## src/rtl/apb_intr_ctrl.sv

```systemverilog
// rtl/apb_intr_ctrl.sv - APB interrupt controller with edge-detected pending, enables and priority vector; optional INTR_SYNC_EN input synchronizers
module apb_intr_ctrl #(
    parameter int unsigned WAIT_STATES = 0,
    parameter logic [7:0]  BASE_ADDR   = 8'h00
) (
    input  logic       pclk,
    input  logic       preset,
    input  logic       psel,
    input  logic       penable,
    input  logic       pwrite,
    input  logic [7:0] paddr,
    input  logic [7:0] pwdata,
    output logic [7:0] prdata,
    output logic       pready,
    output logic       pslverr,
    input  logic       NMI,
    input  logic [7:0] IRQ,
    input  logic [7:0] Int_IRQ,
    input  logic       i_bit,
    output logic       I_flag,
    output logic       UI_flag,
    output logic [7:0] vector
);
    typedef enum logic [1:0] {IDLE = 2'd0, SETUP = 2'd1, ACCESS = 2'd2} state_t;
    localparam logic [2:0] WS = 3'(WAIT_STATES);

    state_t     state, state_n;
    logic [2:0] wait_cnt, wait_cnt_n;
    logic       done;

    logic       nmi_s, ibit_s;
    logic [7:0] irq_s, int_s;
    logic       nmi_prev, nmi_pend;
    logic [7:0] irq_prev, int_prev, ext_pend, int_pend, ext_en, int_en;
    logic [7:0] ext_clr, int_clr, vector_n, rdata;
    logic       nmi_clr;

    logic [8:0] diff;
    logic [7:0] offset;
    logic       in_range, err, wr_ok, rd_ok;

`ifdef INTR_SYNC_EN
    logic [1:0] nmi_sync, ibit_sync;
    logic [7:0] irq_sync1, irq_sync2, int_sync1, int_sync2;

    // Two-flop synchronizers on every interrupt-side input
    always_ff @(posedge pclk) begin
        if (preset) begin
            nmi_sync  <= 2'b00;
            ibit_sync <= 2'b00;
            irq_sync1 <= 8'h00;
            irq_sync2 <= 8'h00;
            int_sync1 <= 8'h00;
            int_sync2 <= 8'h00;
        end else begin
            nmi_sync  <= {nmi_sync[0], NMI};
            ibit_sync <= {ibit_sync[0], i_bit};
            irq_sync1 <= IRQ;
            irq_sync2 <= irq_sync1;
            int_sync1 <= Int_IRQ;
            int_sync2 <= int_sync1;
        end
    end

    assign nmi_s  = nmi_sync[1];
    assign ibit_s = ibit_sync[1];
    assign irq_s  = irq_sync2;
    assign int_s  = int_sync2;
`else
    assign nmi_s  = NMI;
    assign ibit_s = i_bit;
    assign irq_s  = IRQ;
    assign int_s  = Int_IRQ;
`endif

    // Address decode: 9-bit difference so addresses below the base are caught by the borrow
    assign diff     = {1'b0, paddr} - {1'b0, BASE_ADDR};
    assign offset   = diff[7:0];
    assign in_range = !diff[8] && (offset <= 8'd5);
    assign err      = !in_range || (pwrite && offset == 8'd5);
    assign wr_ok    = done && pwrite && !err;
    assign rd_ok    = done && !pwrite && !err;

    assign ext_clr = (wr_ok && offset == 8'd2) ? pwdata : 8'h00;
    assign int_clr = (wr_ok && offset == 8'd3) ? pwdata : 8'h00;
    assign nmi_clr = wr_ok && offset == 8'd4 && pwdata[0];

    // APB next-state: SETUP must precede ACCESS; ACCESS completes after the wait count
    always_comb begin
        state_n    = state;
        wait_cnt_n = wait_cnt;
        done       = 1'b0;
        case (state)
            IDLE: begin
                if (psel && !penable) state_n = SETUP;
            end
            SETUP: begin
                if (!psel) begin
                    state_n = IDLE;
                end else if (penable) begin
                    state_n    = ACCESS;
                    wait_cnt_n = 3'd0;
                end
            end
            ACCESS: begin
                if (!(psel && penable)) begin
                    state_n = IDLE;
                end else if (wait_cnt == WS) begin
                    state_n = IDLE;
                    done    = 1'b1;
                end else begin
                    wait_cnt_n = wait_cnt + 3'd1;
                end
            end
            default: state_n = IDLE;
        endcase
    end

    // Register read mux
    always_comb begin
        rdata = 8'h00;
        case (offset)
            8'd0:    rdata = ext_en;
            8'd1:    rdata = int_en;
            8'd2:    rdata = ext_pend;
            8'd3:    rdata = int_pend;
            8'd4:    rdata = {7'b0, nmi_pend};
            8'd5:    rdata = vector;
            default: rdata = 8'h00;
        endcase
    end

    // Priority encode: NMI, then external bit0..7, then internal bit0..7 (later overrides win)
    always_comb begin
        vector_n = 8'h00;
        if (!ibit_s) begin
            for (int i = 7; i >= 0; i--) begin
                if (int_pend[i] && int_en[i]) vector_n = {3'b111, 2'b00, 3'(i)};
            end
            for (int i = 7; i >= 0; i--) begin
                if (ext_pend[i] && ext_en[i]) vector_n = {3'b110, 2'b00, 3'(i)};
            end
        end
        if (nmi_pend) vector_n = 8'hA0;
    end

    // APB state register and registered response
    always_ff @(posedge pclk) begin
        if (preset) begin
            state    <= IDLE;
            wait_cnt <= 3'd0;
            pready   <= 1'b0;
            pslverr  <= 1'b0;
            prdata   <= 8'h00;
        end else begin
            state    <= state_n;
            wait_cnt <= wait_cnt_n;
            pready   <= done;
            pslverr  <= done && err;
            prdata   <= rd_ok ? rdata : 8'h00;
        end
    end

    // Edge capture into pending (set beats same-cycle clear), enables, and registered requests
    always_ff @(posedge pclk) begin
        if (preset) begin
            nmi_prev <= 1'b0;
            irq_prev <= 8'h00;
            int_prev <= 8'h00;
            nmi_pend <= 1'b0;
            ext_pend <= 8'h00;
            int_pend <= 8'h00;
            ext_en   <= 8'h00;
            int_en   <= 8'h00;
            I_flag   <= 1'b0;
            UI_flag  <= 1'b0;
            vector   <= 8'h00;
        end else begin
            nmi_prev <= nmi_s;
            irq_prev <= irq_s;
            int_prev <= int_s;
            nmi_pend <= (nmi_pend && !nmi_clr) || (nmi_s && !nmi_prev);
            ext_pend <= (ext_pend & ~ext_clr) | (irq_s & ~irq_prev);
            int_pend <= (int_pend & ~int_clr) | (int_s & ~int_prev);
            if (wr_ok && offset == 8'd0) ext_en <= pwdata;
            if (wr_ok && offset == 8'd1) int_en <= pwdata;
            I_flag   <= !ibit_s && ((|(ext_pend & ext_en)) || (|(int_pend & int_en)));
            UI_flag  <= nmi_pend;
            vector   <= vector_n;
        end
    end
endmodule
```

## config.mk

```make
export PLATFORM = sky130hd
export DESIGN_NAME = apb_intr_ctrl
export DESIGN_NICKNAME = d
export VERILOG_FILES = /design/src/rtl/apb_intr_ctrl.sv
export SDC_FILE = /design/constraint.sdc
export NUM_CORES = 1
export LEC_CHECK = 0
export CAP_MARGIN = 30
export CORE_ASPECT_RATIO = 0.5
export CORE_MARGIN = 1
export CORE_UTILIZATION = 50
export DETAILED_ROUTE_END_ITERATION = 10
export PLACE_DENSITY = 0.77
export SLEW_MARGIN = 25
export SYNTH_ARGS = -nofsm -noshare
export SYNTH_HDL_FRONTEND = slang
export SYNTH_SLANG_ARGS = --single-unit
export TNS_END_PERCENT = 100
```

## constraint.sdc

```tcl
create_clock -name pclk -period 3.11 [get_ports pclk]
set_input_delay 0.622 -clock pclk [delete_from_list [all_inputs] [get_ports pclk]]
set_output_delay 0.622 -clock pclk [all_outputs]
set_load 0.05 [all_outputs]
```

* Word level (Yosys, flattened, before mapping) *
Index checks and enable logic that the tools add are counted.

storage, ports and cells
  word-level logic and storage cells = 142
  bits of input ports = 39
  register bits = 75
  output and inout port bits = 20

operators by class
  reduce and logical (&&, ||, !) cells = 57
  multiplexer cells = 35
  add/subtract/negate cells = 1
  bitwise operators = 13
  magnitude comparators = 1
  equal/unequal tests = 14

operator list
  kind                                                 number
  two-way mux 8 bit                                    20
  bitwise AND 8 bit                                    6
  one-hot mux 8 bit (6 select lines)                   1
  logical AND 1 bit                                    33
  NOT 8 bit                                            4
  OR reduction 18 bit                                  1
  equality test 8 x 2 -> 1 bit, second input constant  2
  equality test 8 x 3 -> 1 bit, second input constant  2
  bitwise OR 8 bit                                     2
  OR reduction 8 bit                                   2
  two-way mux 3 bit                                    4
  two-way mux 2 bit                                    5
  != test 2 bit, second input constant                 5
  equality test 8 x 1 -> 1 bit, second input constant  1
  <= comparator 8 x 3 -> 1 bit, second input constant  1
  zero test 8 bit                                      1
  zero test 1 bit                                      7
  OR reduction 7 bit                                   1
  != test 3 bit, second input constant                 2
  one-hot mux 2 bit (3 select lines)                   1
  one-hot mux 3 bit (2 select lines)                   1
  AND reduction 5 bit                                  1
  OR reduction 5 bit                                   1
  OR reduction 4 bit                                   1
  other kinds (12)                                     16

* Logic depth before layout (Yosys ltp) *
Gate-level depths: netlist (run 1).

  word-level depth = 19
  mapped depth = 7
  mapped depth without buffers = 6

* Worst setup path before layout (run 1) *
No wires, ideal clock.

  kind = input to register
  start point = input port paddr[5]
  end point = register ext_en[0]
  stages = 5
  buffers on the path = 1
  data arrival time = 2269 ps
  setup time = 72 ps
  required time = 3038 ps
  setup slack = 769 ps
  cells stage by stage = or4_4 -> or3_1 -> buf_2 -> nor4_4 -> mux2i_1

between the ends
  word-level cells in the longest chain between the ends = 6
  elaborated cells on any way between the ends = 9
  classes of those cells = 1 x order compare; 1 x eq/ne; 7 x reduce/logical

ends and longest elaborated chain
  item                                                                          RTL line  text
  start, declared                                                               11        input logic [7:0] paddr,
  <= comparator 8 x 3 -> 1 bit or equality test 8 x 3 -> 1 bit (tied branches)  79, 80
  zero test 1 bit or logical AND 1 bit (tied branches)                          80        assign err = !in_range || (pwrite && offset == 8'd5);
  logical OR 1 bit                                                              80
  zero test 1 bit                                                               81        assign wr_ok = done && pwrite && !err;
  logical AND 1 bit                                                             81
  logical AND 1 bit (*)                                                         185       if (wr_ok && offset == 8'd0) ext_en <= pwdata;
  end signal, assigned                                                          185
  end, declared                                                                 34        logic [7:0] irq_prev, int_prev, ext_pend, int_pend, ext_en, int_en;

Every way passes the cells marked *; elsewhere a longest branch is shown, timed or not.
A chain may end at the register's enable or synchronous reset.

* Worst setup path in the final report (run 1) *
  start point = input port paddr[5]
  end point = register int_en[3]

between the ends
  word-level cells in the longest chain between the ends = 6
  elaborated cells on any way between the ends = 9
  classes of those cells = 1 x order compare; 2 x eq/ne; 6 x reduce/logical

ends and longest elaborated chain
  item                                                                          RTL line  text
  <= comparator 8 x 3 -> 1 bit or equality test 8 x 3 -> 1 bit (tied branches)  79, 80
  zero test 1 bit or logical AND 1 bit (tied branches)                          80
  logical OR 1 bit                                                              80
  zero test 1 bit                                                               81
  logical AND 1 bit                                                             81
  logical AND 1 bit (*)                                                         186       if (wr_ok && offset == 8'd1) int_en <= pwdata;
  end signal, assigned                                                          186
  end, declared                                                                 34

Marks and branches as above.

==> results of run 1 <==
[kinds of logic after synthesis]
logic type,Yosys count,share of synthesized area (%)
compound gates,73,15.0
fa+ha+maj,2,0.774
buf+inv,24,3.29
flops,73,45.2
mux,26,11.1
other cells,1,0.116
simple gates,139,24.5
[metal layers]
metal  share of wire [%]  track usage, %  up-vias
li1                    -               -     1320
met1                  47            33.6     1291
met2                  44            39.3      109
met3                 8.3            8.34        8
met4                0.93            8.79        0
met5                   0               0        -
[worst paths after layout]
check | startpoint | to | cells after the start
worst min register to register | vector[1]$_SDFF_PP0_ | prdata[1]$_SDFF_PP0_ | 2
worst min-delay path | vector[1]$_SDFF_PP0_ | prdata[1]$_SDFF_PP0_ | 2
worst max register to register | wait_cnt[0]$_SDFFE_PP0P_ | int_en[3]$_SDFFE_PP0P_ | 6
worst max-delay path | paddr[5] | int_en[3]$_SDFFE_PP0P_ | 5
[stage by stage]
step	setup WS (ns)	hold WS (ns)	instances	cell area, um2
finish	0.629	0.454	489	4200
global route	0.582	0.480	489	4200
CTS	0.634	0.458	489	4200
detailed placement	0.281	0.449	474	3890
global placement	0.329	0.446	474	3890
floorplan	0.769	0.436	339	3240
[tightest hold or removal path: cells and delay by family, from the launching register on]
family             cells  cell delay [ns]
and+or+nand+nor        1             0.05
AOI/OAI and AO/OA      1             0.05
DFF                    1             0.30
[cell usage in the layout, fill, tap and decap left out, types with 3 or more instances in the layout]
cell type and n:
buf_4 10, a22oi_1 7, mux4_2 8, inv_1 5
clkdlybuf4s50_1 55, nor3_1 3, nor2b_1 22, o31ai_1 19
a21oi_1 28, nand3_1 3, nand2_1 36, nor3b_1 3
dfxtp_1 73, clkbuf_16 9, nand2b_1 49, nor2_1 7
mux2i_1 18
[flip-flops by register name, summed over array words and instances, names as in the netlist]
signal and flops:
UI_flag 1, nmi_prev 1, wait_cnt 3, nmi_pend 1
pslverr 1, vector 6, state 2, int_pend 8
prdata 8, pready 1, int_en 8, irq_prev 8
ext_en 8, int_prev 8, ext_pend 8, I_flag 1
[power groups by stage]
stage / logic [mW] / clock network (mW) / registers (mW)
3_5_place_dp: 0.183 / 0 / 1.02
5_1_grt: 0.200 / 1.13 / 1.00
2_1_floorplan: 0.0936 / 0 / 1.01
4_1_cts: 0.184 / 1.09 / 0.995
6_report: 0.184 / 1.07 / 0.997
3_3_place_gp: 0.179 / 0 / 1.01
[area by class of cell]
type | instances | area [um2]
Sequential cell | 73 | 1460
Timing Repair Buffer | 66 | 631
Clock inverter | 5 | 81.3
Clock buffer | 10 | 229
Multi-Input combinational cell | 242 | 1670
Fill cell | 505 | 1950
Tap cell | 88 | 110
Inverter | 5 | 18.8
==> results.md, run 1 <==
- Inserted Clock Buffers: 9
- Crit-path max FO: 8
- CP bufs+invs: 1
- Die ar.: between 0.006 and 0.007 mm2
- H-tree depth: 3
- Dominant cells by area after synthesis: dfxtp_1, nand2b_1, mux2i_1
- EDFF count, synth: 0
- Total power: 2.25 mW
- Startpoint types: input pin
- Unrepaired setup endpoints after global routing: no
- Clk_skew: 0.00557 ns
- Grt ovf: 0
- Dominant cell type by area after synthesis: dfxtp_1
- DP HPWL: 5.79 mm
- First-pass GRT wire length: 12.5 mm
- CTS tree: built
- F_max: 0.403 GHz
- Top-count cell post-synth: dfxtp_1
- Tcrit/Tclk final: 79.8%
- Vias per inst: 5.58
- Initial DRC Count: 192
- Die span in x: 116 um
- Synth Register Bits: 73
- Max incr delay on CP: 0.58 ns
- VDD IR max: roughly 0.00037 V
- DRT Pass-1 Iters: 5
- Die Span Y: 58.9 um
- Initial Util: between 50% and 60%
- DRT antenna net count: 0
- Final setup vio count: 0
- Sequential share of the synthesized area: 45.2%
- GRT Util Overall: 25.3%
- Pins Over Slew Limit: 0
- Final min period: 2.48 ns
- Netlist cell types: 48
- CTS Root Buffer Type: clkbuf_16
- Critical Path RT: 3.31 ns
- WL final: 7.77 mm
- Reg-to-reg slack, setup: approximately 1.1 ns
- Post-synth ARST share: 0%
- Hold WC Path Type: register to register
- Sequential power share: 44.3%
- Synth Flop Type: dfxtp_1
- Critical path type: input pin to register
- Synth-to-layout area growth: 29.9%
- Worst slew pin tran: 0.660 ns
- I/O pin total: between 50 and 60
- PostCTS Resize Cnt: 0
- Hold_buf cts: 0
- Relative slew slack: a little over half
- Worst-path clk slew: approximately 0.05 ns
- Final hold violation count: 0
- Max-cap violations: 0
- Cell area after synthesis: 0.00323 mm2
- Top cell type's share of synthesized area: about 45%
- Internal power: about 1.8 mW
- Later-pin clock latency in the skew report: 0.34 ns
- CORE AREA: a little over 0.006 mm2
- Final core utilization: 68.3%
- Comb pwr share: 8.2%
- Crit-path leading delay family: simple AND/OR/NAND/NOR gates
- Vias: 2728
- Sw Ratio: 21.8%
- Layout cells sized above 1: under 10%
- Synth Area per Inst: between 9 and 10 um2
- Gp weighted congestion: 0.885
- CP dominant cell by count: or3_1
- PortBufs: 56
- Post-CTS setup buffer count: 0
- Routed len/inst: about 16 um
- Post-Synthesis Cells: 338
- Fraction of power consumed by the clock network: ~48%
- Crit. End Element: register
- Final TNS setup: 0 ns
- # diodes: 0
- Final Net Count: roughly 440
- Yosys warnings: 0
- CP Data Arrival Time: 2.68 ns
- Drt drc: 0
- Slowest-stage cell, CP: or3_1
- FP Rows: 20
- Initial antenna violation count: 0
- Pwr Density: between 500 and 600 mW/mm2
- Number of clock sinks: 73
- Clk buf depth: 2
- Largest net degree at the start of global routing: 62
- Top cells by count, synth: dfxtp_1, nand2b_1, nand2_1
- Switching power: 0.490 mW
- P_leak: 1.58 nW
- Status: finished clean
- Ordered cell list for the critical path: clkdlybuf4s50_1 > or4_4 > or3_1 > or3_1 > mux2i_1
- Vias in the first global route: 2567
No activity file was read; power rests on OpenSTA's default activity.
==> run 2: changes to the inputs <==
Clock period 3.11 ns to 2.3 ns, I/O delays scaled along.
==> results.md, run 2 (synthesis results as in run 1) <==
- Status: finished clean
- Final Net Count: 445
- P_leak: 1.66 nW
- Number of clock sinks: 73
- WL final: 8.19 mm
- Vias in the first global route: 2430
- Pwr Density: 690 mW/mm2
- Inserted Clock Buffers: 9
- Hold Slack: 0.454 ns
- DRT Pass-1 Iters: 4
- Clk buf depth: 2
- Die ar.: 0.00681 mm2
- Commonest non-fill, non-tap cell in the layout: dfxtp_1
- Tcrit/Tclk final: 92.4%
- Crit-path max FO: 8
- PortBufs: 56
- First-pass GRT wire length: 12.4 mm
- DP HPWL: 5.73 mm
- Initial antenna violation count: 0
- Final core utilization: 70.0%
- Grt ovf: 0
- CP Data Arrival Time: ~2.4 ns
- CTS Root Buffer Type: clkbuf_16
- I/O pin total: just under 60
- Routed len/inst: approximately 16 um
- Critical path origin: paddr[6]
- Later-pin clock latency in the skew report: 0.34 ns
- CORE AREA: 0.00616 mm2
- Initial DRC Count: 222
- Max incr delay on CP: about 0.54 ns
- Final setup vio count: 0
- Pins Over Slew Limit: 0
- # diodes: 0
- CTS tree: built
- GRT Util Overall: 25.2%
- Commonest non-fill, non-tap cells in the layout: dfxtp_1, clkdlybuf4s50_1, nand2b_1
- Synth-to-layout area growth: 33.2%
- VDD IR max: 0.000481 V
- Slowest-stage cell, CP: or4_4
- Post-route cell area: 0.00431 mm2
- FP Rows: 20
- CP bufs+invs: 3
- DRT antenna net count: 0
- Vias: between 2k and 3k
- Initial Util: 52.5%
- Reg2reg start: wait_cnt[0]$_SDFFE_PP0P_
- Filler cells: 486
- Hold_buf cts: 0
- Drt drc: 0
- Startpoint types: input pin
- Clk_skew: 0.00589 ns
- Vias per inst: 5.52
- Gp weighted congestion: approximately 0.86
- Critical Path RT: ~2.6 ns
- Placed cell area: 0.00393 mm2
- Unrepaired setup endpoints after global routing: no
- Worst slew pin tran: 0.740 ns
- Relative slew slack: 49.4%
- Crit-path leading delay family: simple AND/OR/NAND/NOR gates
- HP Start: preset
- Ordered cell list for the critical path: dlymetal6s2s_1 > or4_4 > or3_4 > buf_12 > nor4_4 > buf_12 > mux2i_1
- Worst-path clk slew: 0.06 ns
- Critical path type: input pin to register
- Final min period: between 2 and 2.5 ns
- Crit. End Element: register
- Hold WC Path Type: input pin to register
- Final hold violation count: 0
- Max-cap violations: 0
- Die Span Y: 58.9 um
- CP dominant cell by count: buf_12
- Die span in x: 116 um
- H-tree depth: 3
- F_max: 0.470 GHz
- Largest net degree at the start of global routing: 62
- Layout cells sized above 1: 11.0%
==> run 2: cell count changes in the layout (fill, tap and decap cells not counted), sizes merged <==
cell	previous run	this run
dlymetal6s2s	0	4
inv	5	6
bufinv	2	1
clkinv	2	4
buf	11	17
clkdlybuf4s50	55	51
==> run 2: worst reg2reg max path: stages (launching register included) <==
cell	delay (ns)
dfxtp_1	0.33
inv_1	0.10
ha_1	0.18
nor2b_1	0.24
nand4_1	0.23
buf_4	0.28
nor4_4	0.28
buf_12	0.17
mux2i_1	0.20
==> run 2: per-stage QoR <==
step           setup WS [ns]  std cells  power [mW]  TNS [ns]
6_report               0.174        497        2.97         0
5_1_grt               0.0854        497        3.07         0
2_1_floorplan          0.121        339        1.50         0
4_1_cts               0.0195        492        3.00         0
3_5_place_dp          -0.337        476        1.63     -7.48
3_3_place_gp          -0.247        476        1.62     -6.20
==> run 2: final cells by class <==
class | count | area, um2 | share of cell area [%]
clock buffer | 9 | 225 | 5.23
clock inverter | 7 | 70.1 | 1.63
inverter | 5 | 18.8 | 0.436
multi-input combinational | 242 | 1680 | 38.9
sequential | 73 | 1460 | 33.9
tap | 88 | 110 | 2.56
timing repair buffer | 73 | 746 | 17.3
==> run 2: repair_timing <==
action                                 CTS  global route
setup endpoints to repair                1             9
endpoints found under the hold margin    0             0
setup buffers                            0             4
pin swaps                                0             3
gates resized for setup                  1             7
gates cloned                             0             1
==> run 2: worst paths after layout <==
check / cells after the start / to / slack, ns
worst max-delay path: 7 / ext_en[3]$_SDFFE_PP0P_ / 0.17
worst min-delay path: 2 / vector[6]$_SDFF_PP0_ / 0.45
worst max register to register: 8 / ext_en[3]$_SDFFE_PP0P_ / 0.23
worst min register to register: 2 / prdata[5]$_SDFF_PP0_ / 0.45
==> run 2: where the power goes <==
group          total [mW]  switching (mW)  internal, mW  leakage [nW]
combinational       0.256           0.121         0.135         0.918
sequential           1.35          0.0420          1.31         0.598
clock                1.37           0.529         0.838         0.146
==> run 2: routing by layer <==
metal | part of all wire, % | up-vias | GRT usage [%] | wire (um)
li1 | - | 1337 | - | -
met2 | 43 | 102 | 37.0 | 3560
met3 | 9.6 | 10 | 7.42 | 784
met1 | 46 | 1296 | 35.5 | 3780
met5 | 0 | - | 0 | 0
met4 | 0.77 | 0 | 8.61 | 63
